File: src/rtl/fetch_pkg.sv
// Shared definitions for the instruction-fetch stage: FSM states and
// the constants used for bubbles and word alignment.
package fetch_pkg;

   typedef enum logic [1:0] {
      START,
      FETCH,
      HOLD,
      DRAIN
   } fetch_state_t;

   localparam logic [31:0] NOP_INSTR       = 32'h0000_0000;
   localparam logic [31:0] WORD_ALIGN_MASK = 32'hFFFF_FFFC;

endpackage

File: src/rtl/fetch_unit.sv
// Instruction-fetch stage: owns the PC, issues one request at a time to a
// variable-latency instruction memory, parks words during stalls and handles redirects.
module fetch_unit
   import fetch_pkg::*;
#(
   parameter logic [31:0] RESET_PC = 32'h0000_0000
) (
   input  logic        clk,
   input  logic        rst,
   input  logic        stall_f,
   input  logic        redirect,
   input  logic [31:0] redirect_pc,
   output logic        imem_req,
   output logic [31:0] imem_addr,
   input  logic        imem_ack,
   input  logic [31:0] imem_rdata,
   output logic [31:0] instr_f,
   output logic [31:0] pc_plus4_f,
   output logic        valid_f
);

   fetch_state_t r_state;
   fetch_state_t w_nextState;
   logic [31:0]  r_pc;
   logic [31:0]  w_nextPc;
   logic [31:0]  r_holdInstr;
   logic [31:0]  w_nextHoldInstr;
   logic [31:0]  r_reqAddr;
   logic [31:0]  w_nextReqAddr;
   logic [31:0]  w_pcPlus4;
   logic [31:0]  w_target;

   assign w_pcPlus4 = r_pc + 32'd4;
   assign w_target  = redirect_pc & WORD_ALIGN_MASK;

   // State register; reset also kills any request the memory still has open.
   always_ff @(posedge clk or posedge rst) begin
      if (rst) begin
         r_state     <= START;
         r_pc        <= RESET_PC;
         r_holdInstr <= NOP_INSTR;
         r_reqAddr   <= RESET_PC;
      end else begin
         r_state     <= w_nextState;
         r_pc        <= w_nextPc;
         r_holdInstr <= w_nextHoldInstr;
         r_reqAddr   <= w_nextReqAddr;
      end
   end

   // Next-state and output decode; redirect beats stall, stall beats advance.
   always_comb begin
      w_nextState     = r_state;
      w_nextPc        = r_pc;
      w_nextHoldInstr = r_holdInstr;
      w_nextReqAddr   = r_reqAddr;
      imem_req        = 1'b0;
      imem_addr       = r_pc;
      instr_f         = NOP_INSTR;
      pc_plus4_f      = NOP_INSTR;
      valid_f         = 1'b0;

      case (r_state)
         START: begin
            w_nextState = FETCH;
         end

         FETCH: begin
            imem_req = 1'b1;
            if (redirect) begin
               w_nextPc = w_target;
               if (!imem_ack) begin
                  // The open request keeps its address until its ack is swallowed.
                  w_nextReqAddr = r_pc;
                  w_nextState   = DRAIN;
               end
            end else if (imem_ack) begin
               instr_f    = imem_rdata;
               pc_plus4_f = w_pcPlus4;
               valid_f    = 1'b1;
               if (stall_f) begin
                  w_nextHoldInstr = imem_rdata;
                  w_nextState     = HOLD;
               end else begin
                  w_nextPc = w_pcPlus4;
               end
            end
         end

         HOLD: begin
            if (redirect) begin
               w_nextPc    = w_target;
               w_nextState = FETCH;
            end else begin
               instr_f    = r_holdInstr;
               pc_plus4_f = w_pcPlus4;
               valid_f    = 1'b1;
               if (!stall_f) begin
                  w_nextPc    = w_pcPlus4;
                  w_nextState = FETCH;
               end
            end
         end

         DRAIN: begin
            imem_req  = 1'b1;
            imem_addr = r_reqAddr;
            if (redirect) begin
               w_nextPc = w_target;
            end
            if (imem_ack) begin
               w_nextState = FETCH;
            end
         end

         default: begin
            w_nextState = START;
         end
      endcase
   end

endmodule

File: config.mk
export PLATFORM = sky130hd
export DESIGN_NAME = fetch_unit
export DESIGN_NICKNAME = d
export VERILOG_FILES = /design/src/rtl/fetch_pkg.sv /design/src/rtl/fetch_unit.sv
export SDC_FILE = /design/constraint.sdc
export NUM_CORES = 1
export LEC_CHECK = 0
export CORE_MARGIN = 2
export CORE_UTILIZATION = 53
export DETAILED_ROUTE_END_ITERATION = 6
export GPL_ROUTABILITY_DRIVEN = 1
export GPL_TIMING_DRIVEN = 0
export HOLD_SLACK_MARGIN = 0.06
export PLACE_DENSITY = 0.92
export SKIP_LAST_GASP = 1
export SLEW_MARGIN = 10
export SYNTH_ARGS = -nofsm -noshare
export SYNTH_HDL_FRONTEND = slang
export SYNTH_SLANG_ARGS = --single-unit
File: constraint.sdc
create_clock -name clk -period 4.75 [get_ports clk]
set_input_delay 0.7125 -clock clk [delete_from_list [all_inputs] [get_ports clk]]
set_output_delay 0.7125 -clock clk [all_outputs]
set_load 0.02 [all_outputs]
# Word-level counts from Yosys, hierarchy flattened
# Cells that the tools add are included.
# totals
wordCells	51
ff_bits	98
# op_classes
n_addsub	1
bitwise_logic	2
mux	28
n_reduce_logical	7
n_eq_ne	9
# op_table
op	n
$mux 32	12
$pmux 32 s2	2
$pmux 32 s3	1
$add 32x3->32 const B	1
$mux 2	7
$ne 3x3->1 const B	4
$pmux 2 s4	1
$reduce_and 3->1	2
$reduce_and 5->1	1
$eq 2x2->1 const B	2
$mux 1	4
$ne 2x2->1 const B	2
$reduce_and 4->1	1
$reduce_bool 3->1	1
$eq 2x1->1 const B	1
$logic_not 2->1	1
$not 1->1	2
$pmux 1 s2	1
$reduce_or 2->1	1

# Depth between registers and ports, before layout
# logic_depth
ltp_word	5
mapped_depth	8
ltp_nobuf	6

# Least setup slack after synthesis
# No wires, ideal clock.
# synth_timing
path_type	register -> output
startpoint	reg r_pc[7]
endpoint	out pc_plus4_f[21]
setup_slack_ps	1817
arrival_ps	2220
stages_incl_launch_ff	8
path_cell_list	dfrtp_1 -> clkbuf_8 -> nand4_2 -> buf_6 -> or4_4 -> buf_6 -> or4_1 -> a21oi_1
# synth_via
elab_chain_len	4
# synth_rtl
item	line_no	source
start, declared	fetch_unit.sv:24	logic [31:0] r_pc;
start signal, assigned	fetch_unit.sv:45	r_pc <= w_nextPc;
$add 32x3->32 (*)	fetch_unit.sv:33	assign w_pcPlus4 = r_pc + 32'd4;
$mux 32	fetch_unit.sv:77	end else if (imem_ack) begin
$mux 32	fetch_unit.sv:70	if (redirect) begin
$pmux 32 s2 (*)	fetch_unit.sv:63	case (r_state)
end, declared	fetch_unit.sv:18	output logic [31:0] pc_plus4_f,
# Mark *: on every way between the ends. The rest lies on a longest branch, timed or not.

# Worst setup path after layout
# layout_timing
startpoint	reg r_pc[2]
endpoint	out pc_plus4_f[27]
# The elaborated chain is that of the path after synthesis.

==> results_dict.tcl <==
set metrics [dict create \
    crit_slowest_cell "or4_1" \
    path_buf_inv 2 \
    overflow 0 \
    grt_pass1_wl_mm 32.1 \
    path_delay_family "simple AND/OR/NAND/NOR gates" \
    worstPathCellList "nand4_2 > or4_1 > clkbuf_1 > or3_1 > a21oi_1 > clkdlybuf4s50_1" \
    root_buffer "clkbuf_16" \
    avgRoutedWirePerCell_um 20.9 \
    hold_path.class "register to register" \
    rows 39 \
    ys.flop_type "dfrtp_1" \
    r2r-end "r_pc[23]$_DFFE_PP0P_" \
    rsz0062_at_grt "no" \
    ys_seq_area_frac 0.383 \
    status "completed" \
    hold_viol_final 0 \
    worstSkewPairLatency_ns 0.35 \
    fin_skew_ns 0.00665 \
    synth_edf_count 0 \
    die_h_um 112 \
    syn_area_um2 6140 \
    cp-start-kind "register" \
    cp.required_ns 4.04 \
    ys_ff_latch 94 \
    crit_path_end_kind "primary output" \
    final_common_cell "clkdlybuf4s50_1" \
    worstRegToRegCells 8 \
    worst_pin_slew_ns 1.23 \
    vias_per_cell 6.35 \
    reg2reg_from "r_state[1]$_DFFE_PP0P_" \
    htreeDepth 3 \
    num_io_pins 167 \
    initial_core_util 0.540 \
    min-delay-start "r_reqAddr[30]$_DFFE_PP0P_" \
    cts_setup_buffers 0 \
    firstDrtPassIters 6 \
    ys_warn_count 0 \
    leakagePower_nw 3.15 \
    hpwl_mm 14.4 \
    die_x_um 112 \
    cts_sinks 94 \
    setup_viol 0 \
    synthArstFlopShare 1.00 \
    cts_buffer_depth 2 \
    drv_cap 0 \
    fmax_mhz 240 \
    antenna_cells 0 \
    nets 898 \
    whs_path_depth 2 \
    power_mw 5.40 \
    clk_pin_slew_ns 0.07 \
    drive_above_1_share 0.163 \
    grt_max_degree 56 \
    hold-path-endpoint "r_reqAddr[30]$_DFFE_PP0P_" \
    drt_iter0_drc 782 \
    core_um2 11400 \
    vdd_drop_max_mv 0.394 \
    stdcell_count 971 \
    cts_resized 0 \
    synthCells 649 \
    path_depth 6 \
    gp_congestion 0.970 \
    track_usage 0.322 \
    wl_mm 20.3 \
    num_vias 6170 \
    dieArea_um2 12500 \
    hold_buffers 0 \
    post-route-period-util 0.877 \
    layout_common_cells "clkdlybuf4s50_1, dfrtp_1, mux2_2, clkbuf_1" \
    drc 0 \
    place_inst 956 \
    maxSlewViolCount 0 \
    p_per_area_nw_per_um2 653 \
    io_buffer_count 160 \
    antenna_found_initial 0 \
    syn_area_per_cell_um2 9.46 \
    first_global_vias 6179 \
    ys_types 56 \
    cts_tree "built" \
    worstPathMaxFanout 10 \
    path_class "register to primary output" \
    drtAntennaViolNets 0 \
    crit_arrival_ns 3.45 \
    finalCriticalPeriod_ns 4.16 \
    cts_buffers 9 \
    fin_setup_tns_ns 0 \
    reg2reg_slack_ns 1.75 \
    syn_to_final_growth_pct 34.8 \
    relSlewSlack 0.175 \
    cpPeakStageDelay_ns 0.73 \
]
worst min-delay path, cell delays in order (launching register included):
cell and delay [ns]:
dfrtp_1 0.34, nand2_1 0.04, o21ai_0 0.07
layer usage:
metal,share of wire,up-vias,track usage
li1,-,2748,-
met1,0.39,3005,0.414
met2,0.49,354,0.535
met3,0.088,63,0.0708
met4,0.033,0,0.123
met5,0,-,0
synth_stat cells (3+ instances only):
cell	instances	area, um^2
or4_1	12	90.1
o211ai_1	11	82.6
buf_1	7	26.3
o31ai_1	3	22.5
or3_1	9	56.3
nor4_1	3	18.8
nand4_1	15	93.8
clkbuf_8	6	82.6
a2bb2oi_1	7	61.3
a32oi_1	11	96.3
o21ai_0	37	185
or2_2	3	18.8
clkbuf_1	46	173
and3_1	5	31.3
buf_4	8	60.1
o22ai_1	9	56.3
nor2_1	30	113
a22oi_1	37	278
mux2_2	80	901
buf_6	3	33.8
nand3_1	26	130
and4_1	7	61.3
xnor2_1	7	61.3
a21oi_1	31	155
o2bb2ai_1	3	26.3
mux2i_1	5	50.1
xor2_1	6	52.6
a31oi_1	3	18.8
nor2b_1	34	213
nand2_1	34	128
nor3_1	4	20.0
inv_1	15	56.3
dfrtp_1	94	2350
ha_1	5	62.6
logic make-up (layout without fill, tap and decap cells):
group                      after synthesis  in the layout  synth area share
and+or+nand+nor                        200            200             0.184
AOI/OAI and AO/OA                      161            161             0.173
DFF                                     94             94             0.383
buffers and inverters                   90            266            0.0748
muxes                                   85             85             0.155
xor gates and xnor gates                13             13            0.0185
adders and majority gates                5              5            0.0102
other                                    1              4          0.000611
power by group:
group,internal (mW),switching (mW)
registers,1.20,0.265
logic,1.44,1.71
clock network,0.462,0.332
worst max-delay path by stage:
stage	start	to	slack [ns]
2_1_floorplan	rst	r_holdInstr[0]$_DFFE_PP0P_	1.59
3_3_place_gp	rst	r_pc[19]$_DFFE_PP0P_	0.14
3_5_place_dp	imem_ack	pc_plus4_f[12]	0.75
4_1_cts	r_pc[2]$_DFFE_PP0P_	pc_plus4_f[27]	0.63
5_1_grt	r_pc[2]$_DFFE_PP0P_	pc_plus4_f[25]	0.46
6_report	r_pc[2]$_DFFE_PP0P_	pc_plus4_f[27]	0.59
metrics by stage:
step	worst slack, ns	hold WS [ns]	utilization	area (um^2)
floorplan	1.59	0.450	-	6150
CTS	0.632	0.488	0.728	8270
global placement	0.136	0.465	0.697	7930
detailed placement	0.747	0.473	0.700	7960
finish	0.586	0.493	0.728	8270
global route	0.463	0.514	0.728	8270
area by class of cell:
class | instances | area [um^2]
Inverter | 15 | 58.8
Fill cell | 827 | 3100
Clock inverter | 5 | 82.6
Sequential cell | 94 | 2350
Multi-Input combinational cell | 468 | 3340
Buffer | 75 | 403
Tap cell | 143 | 179
Timing Repair Buffer | 161 | 1630
Clock buffer | 10 | 229
registers in the layout, indices dropped and copies added (netlist names):
register     cells
r_pc            30
r_holdInstr     32
r_state          2
r_reqAddr       30
Note: power is estimated with default switching activity, not from simulation.
